==> src/rtl/uart_sram_bridge.sv <==
// rtl/uart_sram_bridge.sv - UART byte-stream command engine driving an async SRAM
//
// Host frames: CMD, ADDR (ceil(AW/8) bytes, MSB first), LEN (LW/8 bytes, MSB first), payload.
//   0x57 'W' write LEN bytes, ack 0x4B
//   0x52 'R' read LEN bytes, each returned on TX
//   0x46 'F' fill LEN addresses with one payload byte, ack 0x4B
//   0x50 'P' ping (no fields), reply 0x53
// Optional feature macro: UART_SRAM_CSUM_EN appends a mod-256 payload sum to W and R responses.
//
// Ports:
//   clk        system clock
//   reset      asynchronous active-low reset
//   rx_dat     received byte, valid with rx_stb (1-cycle pulse)
//   tx_dat     byte to transmit, loaded by tx_start (1-cycle pulse)
//   tx_busy    transmitter shifting; rises the cycle after tx_start
//   sram_addr  SRAM address (AW bits)
//   sram_dout  SRAM write data
//   sram_din   SRAM read data, valid RD_LAT cycles after sram_oe rises
//   sram_we    SRAM write strobe, 1-cycle pulse
//   sram_oe    SRAM output enable, held RD_LAT cycles per read
//   busy       high whenever the engine is not idle
module uart_sram_bridge #(
    parameter int AW          = 19,
    parameter int LW          = 16,
    parameter int RD_LAT      = 2,
    parameter int TIMEOUT_CYC = 30000
) (
    input  logic          clk,
    input  logic          reset,
    input  logic [7:0]    rx_dat,
    input  logic          rx_stb,
    output logic [7:0]    tx_dat,
    output logic          tx_start,
    input  logic          tx_busy,
    output logic [AW-1:0] sram_addr,
    output logic [7:0]    sram_dout,
    input  logic [7:0]    sram_din,
    output logic          sram_we,
    output logic          sram_oe,
    output logic          busy
);

    localparam int AB = (AW + 7) / 8;
    localparam int LB = LW / 8;

    localparam logic [7:0] CMD_W    = 8'h57;
    localparam logic [7:0] CMD_R    = 8'h52;
    localparam logic [7:0] CMD_F    = 8'h46;
    localparam logic [7:0] CMD_P    = 8'h50;
    localparam logic [7:0] RSP_PING = 8'h53;
    localparam logic [7:0] RSP_ACK  = 8'h4B;

`ifdef UART_SRAM_CSUM_EN
    localparam bit CSUM_EN = 1'b1;
    logic [7:0] csum;
`else
    localparam bit CSUM_EN = 1'b0;
`endif

    typedef enum logic [3:0] {
        S_IDLE, S_ADDR, S_LEN, S_WDATA, S_FDATA, S_FILL,
        S_RD_OE, S_TX_GO, S_TX_WAIT, S_ACK
    } state_t;

    state_t        state, state_nxt;
    logic [7:0]    cmd;
    logic [AW-1:0] addr;
    logic [LW-1:0] len;
    logic [LW-1:0] len_new;
    logic [2:0]    cnt;
    logic [2:0]    oe_cnt;
    logic [31:0]   tmo;
    logic [7:0]    tx_byte;
    logic [7:0]    dout;
    logic          we_r;
    logic          tail;   // byte in flight is the last of the response
    logic          skip;   // ignore tx_busy on the first TX_WAIT cycle
    logic          in_rx;
    logic          tmo_hit;
    logic          rd_done;
    logic          tx_done;
    logic          more_rd;

    assign len_new  = (len << 8) | LW'(rx_dat);
    assign in_rx    = (state == S_ADDR) || (state == S_LEN) ||
                      (state == S_WDATA) || (state == S_FDATA);
    assign tmo_hit  = (TIMEOUT_CYC != 0) && !rx_stb && (tmo == 32'(TIMEOUT_CYC - 1));
    assign rd_done  = (state == S_RD_OE) && (oe_cnt == 3'(RD_LAT - 1));
    assign tx_done  = (state == S_TX_WAIT) && !skip && !tx_busy;
    assign more_rd  = (cmd == CMD_R) && (len != '0);

    assign tx_dat    = tx_byte;
    assign tx_start  = (state == S_TX_GO) && !tx_busy;
    assign sram_addr = addr;
    assign sram_dout = dout;
    assign sram_we   = we_r;
    assign sram_oe   = (state == S_RD_OE);
    assign busy      = (state != S_IDLE);

    always_ff @(posedge clk or negedge reset) begin
        if (!reset) state <= S_IDLE;
        else        state <= state_nxt;
    end

    always_comb begin
        state_nxt = state;
        case (state)
            S_IDLE: begin
                if (rx_stb) begin
                    if (rx_dat == CMD_P)
                        state_nxt = S_TX_GO;
                    else if (rx_dat == CMD_W || rx_dat == CMD_R || rx_dat == CMD_F)
                        state_nxt = S_ADDR;
                end
            end
            S_ADDR: if (rx_stb && cnt == 3'(AB - 1)) state_nxt = S_LEN;
            S_LEN: begin
                if (rx_stb && cnt == 3'(LB - 1)) begin
                    if (cmd == CMD_W)      state_nxt = (len_new == '0) ? S_ACK  : S_WDATA;
                    else if (cmd == CMD_R) state_nxt = (len_new == '0) ? S_IDLE : S_RD_OE;
                    else                   state_nxt = S_FDATA;
                end
            end
            S_WDATA:   if (rx_stb && len == LW'(1)) state_nxt = S_ACK;
            S_FDATA:   if (rx_stb) state_nxt = (len == '0) ? S_ACK : S_FILL;
            S_FILL:    if (!we_r && len == '0) state_nxt = S_ACK;
            S_RD_OE:   if (rd_done) state_nxt = S_TX_GO;
            S_TX_GO:   if (!tx_busy) state_nxt = S_TX_WAIT;
            S_TX_WAIT: begin
                if (tx_done) begin
                    if (tail)         state_nxt = S_IDLE;
                    else if (more_rd) state_nxt = S_RD_OE;
                    else              state_nxt = S_TX_GO;   // checksum byte follows
                end
            end
            S_ACK:     state_nxt = S_TX_GO;
            default:   state_nxt = S_IDLE;
        endcase
        if (in_rx && tmo_hit) state_nxt = S_IDLE;
    end

    always_ff @(posedge clk or negedge reset) begin
        if (!reset) begin
            cmd     <= '0;
            addr    <= '0;
            len     <= '0;
            cnt     <= '0;
            oe_cnt  <= '0;
            tmo     <= '0;
            tx_byte <= '0;
            dout    <= '0;
            we_r    <= 1'b0;
            tail    <= 1'b0;
            skip    <= 1'b0;
        end else begin
            we_r <= 1'b0;
            // Advance the address the cycle after each write so it is stable under sram_we.
            if (we_r) addr <= addr + AW'(1);
            if (in_rx && !rx_stb) tmo <= tmo + 32'd1;
            else                  tmo <= '0;

            case (state)
                S_IDLE: begin
                    if (rx_stb) begin
                        cmd  <= rx_dat;
                        cnt  <= '0;
                        addr <= '0;
                        len  <= '0;
                        if (rx_dat == CMD_P) begin
                            tx_byte <= RSP_PING;
                            tail    <= 1'b1;
                        end
                    end
                end
                S_ADDR: begin
                    if (rx_stb) begin
                        addr <= (addr << 8) | AW'(rx_dat);
                        cnt  <= (cnt == 3'(AB - 1)) ? 3'd0 : cnt + 3'd1;
                    end
                end
                S_LEN: begin
                    if (rx_stb) begin
                        len <= len_new;
                        cnt <= cnt + 3'd1;
                    end
                end
                S_WDATA: begin
                    if (rx_stb) begin
                        dout <= rx_dat;
                        we_r <= 1'b1;
                        len  <= len - LW'(1);
                    end
                end
                S_FDATA: if (rx_stb) dout <= rx_dat;
                S_FILL: begin
                    // Alternate strobe / address-advance cycles.
                    if (!we_r && len != '0) begin
                        we_r <= 1'b1;
                        len  <= len - LW'(1);
                    end
                end
                S_RD_OE: begin
                    if (rd_done) begin
                        oe_cnt  <= '0;
                        tx_byte <= sram_din;
                        addr    <= addr + AW'(1);
                        len     <= len - LW'(1);
                        tail    <= (len == LW'(1)) && !CSUM_EN;
                    end else begin
                        oe_cnt <= oe_cnt + 3'd1;
                    end
                end
                S_TX_GO: if (!tx_busy) skip <= 1'b1;
                S_TX_WAIT: begin
                    if (skip) begin
                        skip <= 1'b0;
                    end else if (tx_done && !tail && !more_rd) begin
`ifdef UART_SRAM_CSUM_EN
                        tx_byte <= csum;
`endif
                        tail <= 1'b1;
                    end
                end
                S_ACK: begin
                    tx_byte <= RSP_ACK;
                    tail    <= !(CSUM_EN && cmd == CMD_W);
                end
                default: ;
            endcase
        end
    end

`ifdef UART_SRAM_CSUM_EN
    always_ff @(posedge clk or negedge reset) begin
        if (!reset)                         csum <= '0;
        else if (state == S_IDLE && rx_stb) csum <= '0;
        else if (state == S_WDATA && rx_stb) csum <= csum + rx_dat;
        else if (rd_done)                   csum <= csum + sram_din;
    end
`endif

endmodule
==> config.mk <==
export PLATFORM = sky130hd
export DESIGN_NAME = uart_sram_bridge
export DESIGN_NICKNAME = d
export VERILOG_FILES = /design/src/rtl/uart_sram_bridge.sv
export SDC_FILE = /design/constraint.sdc
export NUM_CORES = 1
export LEC_CHECK = 0
export CAP_MARGIN = 15
export CORE_UTILIZATION = 45
export CTS_CLUSTER_SIZE = 25
export DETAILED_ROUTE_END_ITERATION = 8
export PLACE_DENSITY_LB_ADDON = 0.1
export SETUP_SLACK_MARGIN = 0.5
export SYNTH_ARGS = -nofsm -noshare
export SYNTH_HDL_FRONTEND = slang
export SYNTH_SLANG_ARGS = --single-unit
==> constraint.sdc <==
create_clock -name clk -period 2.2 [get_ports clk]
set_clock_uncertainty 0.05 [all_clocks]
set_input_delay 0.22 -clock clk [delete_from_list [all_inputs] [get_ports clk]]
set_output_delay 0.22 -clock clk [all_outputs]
set_load 0.03 [all_outputs]
Word level (Yosys, flattened, before mapping)
Cells that the tools add are included.
{"block": "word_totals", "register_bits": 104, "out_inout_bits": 39}
{"block": "classes", "n_eq_ne": 40, "n_reduce_logical": 45, "n_addsub": 5, "bitwise_logic": 2, "muxes": 53}
{"operator": "16-bit 2-to-1 mux", "n": 5}
{"operator": "16-bit one-hot mux with 5 select lines", "n": 1}
{"operator": "19-bit 2-to-1 mux", "n": 4}
{"operator": "4-bit 2-to-1 mux", "n": 15}
{"operator": "19-bit one-hot mux with 3 select lines", "n": 1}
{"operator": "8-bit by 7-bit == test with 1-bit output (second input constant)", "n": 6}
{"operator": "4-bit one-hot mux with 10 select lines", "n": 1}
{"operator": "32-bit by 1-bit adder with 32-bit output (second input constant)", "n": 1}
{"operator": "32-bit by 15-bit == test with 1-bit output (second input constant)", "n": 1}
{"operator": "16-bit logical NOT", "n": 2}
{"operator": "32-bit 2-to-1 mux", "n": 1}
{"operator": "3-bit 2-to-1 mux", "n": 8}
{"operator": "8-bit 2-to-1 mux", "n": 3}
{"operator": "8-bit one-hot mux with 3 select lines", "n": 1}
{"operator": "19-bit by 1-bit adder with 19-bit output (second input constant)", "n": 1}
{"operator": "19-bit by 8-bit bitwise OR with 19-bit output", "n": 1}
{"operator": "16-bit by 1-bit == test with 1-bit output (second input constant)", "n": 1}
{"operator": "4-bit by 3-bit == test with 1-bit output (second input constant)", "n": 4}
{"operator": "2-bit inequality test (second input constant)", "n": 8}
{"operator": "16-bit by 8-bit bitwise OR with 16-bit output", "n": 1}
{"operator": "16-bit nonzero test", "n": 1}
{"operator": "16-bit by 1-bit subtractor with 16-bit output (second input constant)", "n": 1}
{"operator": "1-bit logical AND", "n": 15}
{"operator": "3-bit by 1-bit inequality test with 1-bit output (second input constant)", "n": 4}
{"operator": "other kinds (26)", "n": 58}

Depth between registers and ports, before layout
{"block": "logic_depth", "word_depth": 8, "mapped_depth": 9}

Worst setup path before layout
OpenSTA, ideal clock, no wires.
{"block": "synth_timing", "path_kind": "reg2reg", "start": "register state[1]", "end": "register tx_byte[4] (netlist: tx_dat[4])", "path_stages_with_launch": 9, "required_time_ps": 2014, "t_arrival_ps": 2092, "setup_time_ps": 136, "slack_ps": -78, "path_cell_list": "dfrtp_1 > or2_2 > clkbuf_1 > nor3_2 > inv_1 > a31o_2 > o311ai_0 > clkbuf_1 > o21ai_0"}
{"block": "synth_via", "elab_chain_cells": 4}
{"item": "start, declared", "line": "65", "source": "state_t state, state_nxt;"}
{"item": "start signal, assigned", "line": "102", "source": "else state <= state_nxt;"}
{"item": "4-bit by 3-bit == test with 1-bit output", "line": "88, 162"}
{"item": "1-bit logical AND", "line": "88", "source": "assign rd_done = (state == S_RD_OE) && (oe_cnt == 3'(RD_LAT - 1));"}
{"item": "2-bit by 1-bit inequality test with 1-bit output (no source line)"}
{"item": "4-bit AND reduction (no source line)"}
{"item": "end signal, assigned", "line": "205", "source": "tx_byte <= sram_din;"}
{"item": "end, declared", "line": "73", "source": "logic [7:0] tx_byte;"}
Several ways; a longest one is shown, not always the timed one.
A chain may end at the register's enable or synchronous reset.

Worst setup path in the final report
{"block": "layout_timing", "start": "register len[7]", "end": "register state[0]"}
{"block": "layout_via", "elab_chain_cells": 7}
{"item": "start, declared", "line": "68", "source": "logic [LW-1:0] len;"}
{"item": "start signal, assigned", "line": "183", "source": "len <= len_new;"}
{"item": "start signal, assigned", "line": "191", "source": "len <= len - LW'(1);"}
{"item": "start signal, assigned", "line": "199", "source": "len <= len - LW'(1);"}
{"item": "16-bit nonzero test", "line": "90", "source": "assign more_rd = (cmd == CMD_R) && (len != '0);"}
{"item": "1-bit logical AND", "line": "90"}
{"item": "1-bit 2-to-1 mux", "line": "132", "source": "else if (more_rd) state_nxt = S_RD_OE;"}
{"item": "3-bit 2-to-1 mux", "line": "131", "source": "if (tail) state_nxt = S_IDLE;"}
{"item": "4-bit 2-to-1 mux", "line": "130", "source": "if (tx_done) begin"}
{"item": "4-bit one-hot mux with 10 select lines", "line": "107", "source": "case (state)"}
{"item": "4-bit 2-to-1 mux", "line": "139", "source": "if (in_rx && tmo_hit) state_nxt = S_IDLE;"}
Several ways; a longest one is shown, not always the timed one. The select of a mux whose other input is x is not followed.

==> results.yml <==
synth:
  synth_flop_cell: "dfrtp_1"
  synth-seq-cells: 104
  synth_nets: 667
  synth_seq_area_share_pct: 44.26
  async_flop_share_pct: 100.0
  ys_top_cells_by_area: "dfrtp_1 (44%), nor2_1 (4.4%), o21ai_0 (4.3%)"
  synth.distinct_cells: 72
  netlist_instances: 637
  syn_avg_cell_area_sq_um: 9.232
  yosysWarnings: 0
  synth_top_area_share_pct: 44.26
  synth_edf_count: 0
  yosysTopAreaCell: "dfrtp_1"
  synth.cell_area_sq_mm: 0.005881
clock_tree:
  clk_path_buf_depth: 2
  cts.htree.levels: 3
  cts_tree: "done"
  path_clk_slew_ns: 0.07
  insertion_delay_ns: 0.36
  clock-root-buffer: "clkbuf_16"
  cts_num_sinks: 104
  cts_buffers: 9
grt:
  grt_pass1_wl_mm: 28.21
  antenna_found_initial: 0
  grtUsageTotal_pct: 27.17
  grt_max_degree: 105
  gr-total-overflow: 0
  grt_pass1_vias: 5541
detailed_routing:
  drt-initial-drc-count: 463
  viasPerCell: 5.874
  drc: 0
  wirelength_mm: 18.77
  via_count: 5727
  drtAntennaViolNets: 0
  dr.pass1.iters: 5
  detail_route.wl_per_cell_um: 19.25
timing:
  rsz0062_at_grt: "yes"
  tightest_slew_ns: 0.6829
  finalSetupViolCount: 19
  relSlewSlack_pct: 54.12
  slew_viol_final: 0
  period_share_pct: 104.8
  hold_violations: 0
  fin_ws_ns: -0.1058
  clock.fmax_mhz: 433.7
  fin_crit_ns: 2.306
  timing.hold.ws_ns: 0.3604
worst_setup_path:
  crit_fanout: 4
  crit_path_start_kind: "flop"
  worstSetupPathType: "flop to flop"
  required_ns: 2.39
  crit_arrival_ns: 2.49
  critPathCaptureType: "flop"
layout:
  mostFrequentLayoutCells: "dfrtp_1 (91), buf_4 (76), nand2_1 (40), nor2_1 (34), nor2_4 (33)"
  area_delta_synth_final_pct: 53.70
  final_nets: 828
  final_common_cell: "dfrtp_1"
  antenna_cells: 0
  drive_gt1_share_pct: 39.10
  final_util_pct: 71.33
floorplanning:
  core_area_sq_mm: 0.01267
  initial_core_util_pct: 46.41
  die_w_um: 116.3
  boundaryPins: 59
  dieArea_sq_mm: 0.01353
  die_h_um: 116.3
  rows: 41
place:
  place_ws_ns: -0.1205
  gp_congestion: 0.9380
  io_buffers: 58
  dp_hpwl_mm: 11.34
power_and_ir_drop:
  power_density_mw_per_mm2: 1363
  total_power_mw: 12.32
  leakagePower_nw: 3.853
  ir_drop_v: 0.0007959
outcome:
  failed_checks: "negative setup slack"
  status: "finished, violations left"
worst_hold_path:
  min-delay-path-class: "input port to flop"
job:
  cap_violations: 0
## area by class of cell
type | instances | area (sq um)
multi-input cells | 481 | 3975
repair buffers | 180 | 1839
clock buffers | 11 | 242.7
fillers | 929 | 3632
flip-flops and latches | 104 | 2619
well taps | 172 | 215.2
inverters | 22 | 85.08
clock inverters | 5 | 62.56
## synth_stat cells, types with 4 or more instances
cell type,n
a211oi_1,5
a21o_1,4
a21oi_1,23
a22o_1,10
a22oi_1,8
a31oi_1,8
and2_1,5
and3_1,12
and4_1,5
buf_1,4
buf_2,4
clkbuf_1,19
dfrtp_1,104
ha_1,10
inv_1,22
mux2_2,16
mux2i_1,4
nand2_1,53
nand2b_1,11
nand3_1,27
nand4_1,12
nor2_1,69
nor2b_1,7
nor3_1,25
nor3b_1,4
nor4_1,4
o211ai_1,4
o21ai_0,50
o221ai_1,4
o22ai_1,4
o311ai_0,5
o31ai_1,6
xnor2_1,12
xor2_1,28
## flip-flops by register name, summed over array words and instances (netlist names), 3 cells and up
signal     count
cmd            8
cnt            3
len           16
oe_cnt         3
sram_addr     19
sram_dout      8
state          4
tmo           32
tx_dat         8
## report_power, final
| part | total, mW | internal (mW) | switching, mW |
|---|---|---|---|
| registers | 3.12 | 2.48 | 0.639 |
| clock network | 1.70 | 0.924 | 0.773 |
| logic | 7.50 | 3.56 | 3.94 |
## critical path, cell delays in order, from the launching register on
cell	delay (ns)
dfrtp_1	0.38
or4_4	0.54
and4b_2	0.36
buf_6	0.13
nand3_4	0.09
o21a_1	0.20
a211o_1	0.30
mux2i_1	0.15
## timing repair
| item | in CTS | in global routing |
|---|---|---|
| hold buffers | 1 | 0 |
| cloned | 6 | 3 |
| setup buffers | 32 | 13 |
| hold endpoints to repair | 104 | 0 |
| endpoints found under the setup margin | 119 | 102 |
| pin swaps | 44 | 31 |
| resized for setup | 167 | 115 |
## metal layers
layer / track usage, % / up-vias / wire (um)
met5: 0 / - / 0
met4: 8.632 / 0 / 301
met3: 4.411 / 30 / 1050
met2: 42.56 / 207 / 8902
met1: 38.49 / 2858 / 8514
li1: - / 2632 / -
## metrics by stage
stage,area (sq um),setup TNS [ns],cells
after global routing,9039,-2.334,975
after detailed placement,7241,-1.860,904
after floorplan,6185,-0.3044,637
final,9039,-1.123,975
after CTS,8414,-0.5203,959
after global placement,7241,-0.5757,904
## final timing paths
kind                       slack, ns         from  depth (start not counted)        end
max reg2reg                    -0.11       len[7]                          7   state[0]
max in group asynchronous       1.23        reset                          3   state[1]
min                             0.36  sram_din[5]                          3  tx_dat[5]
min reg2reg                     0.43    tx_dat[4]                          2  tx_dat[4]
min in group asynchronous       0.42        reset                          3    tmo[14]
max                            -0.11       len[7]                          7   state[0]
## kinds of logic after synthesis
kind of cell | count (synthesis) | share of synthesized area, %
buffers and inverters | 52 | 3.659
multiplexers | 21 | 4.128
XOR/XNOR | 40 | 5.958
flip-flops | 104 | 44.26
AO/OA/AOI/OAI | 153 | 17.60
adder cells (fa/ha/maj) | 10 | 2.128
AND/OR/NAND/NOR | 257 | 22.28
No activity file was read; power rests on OpenSTA's default activity.
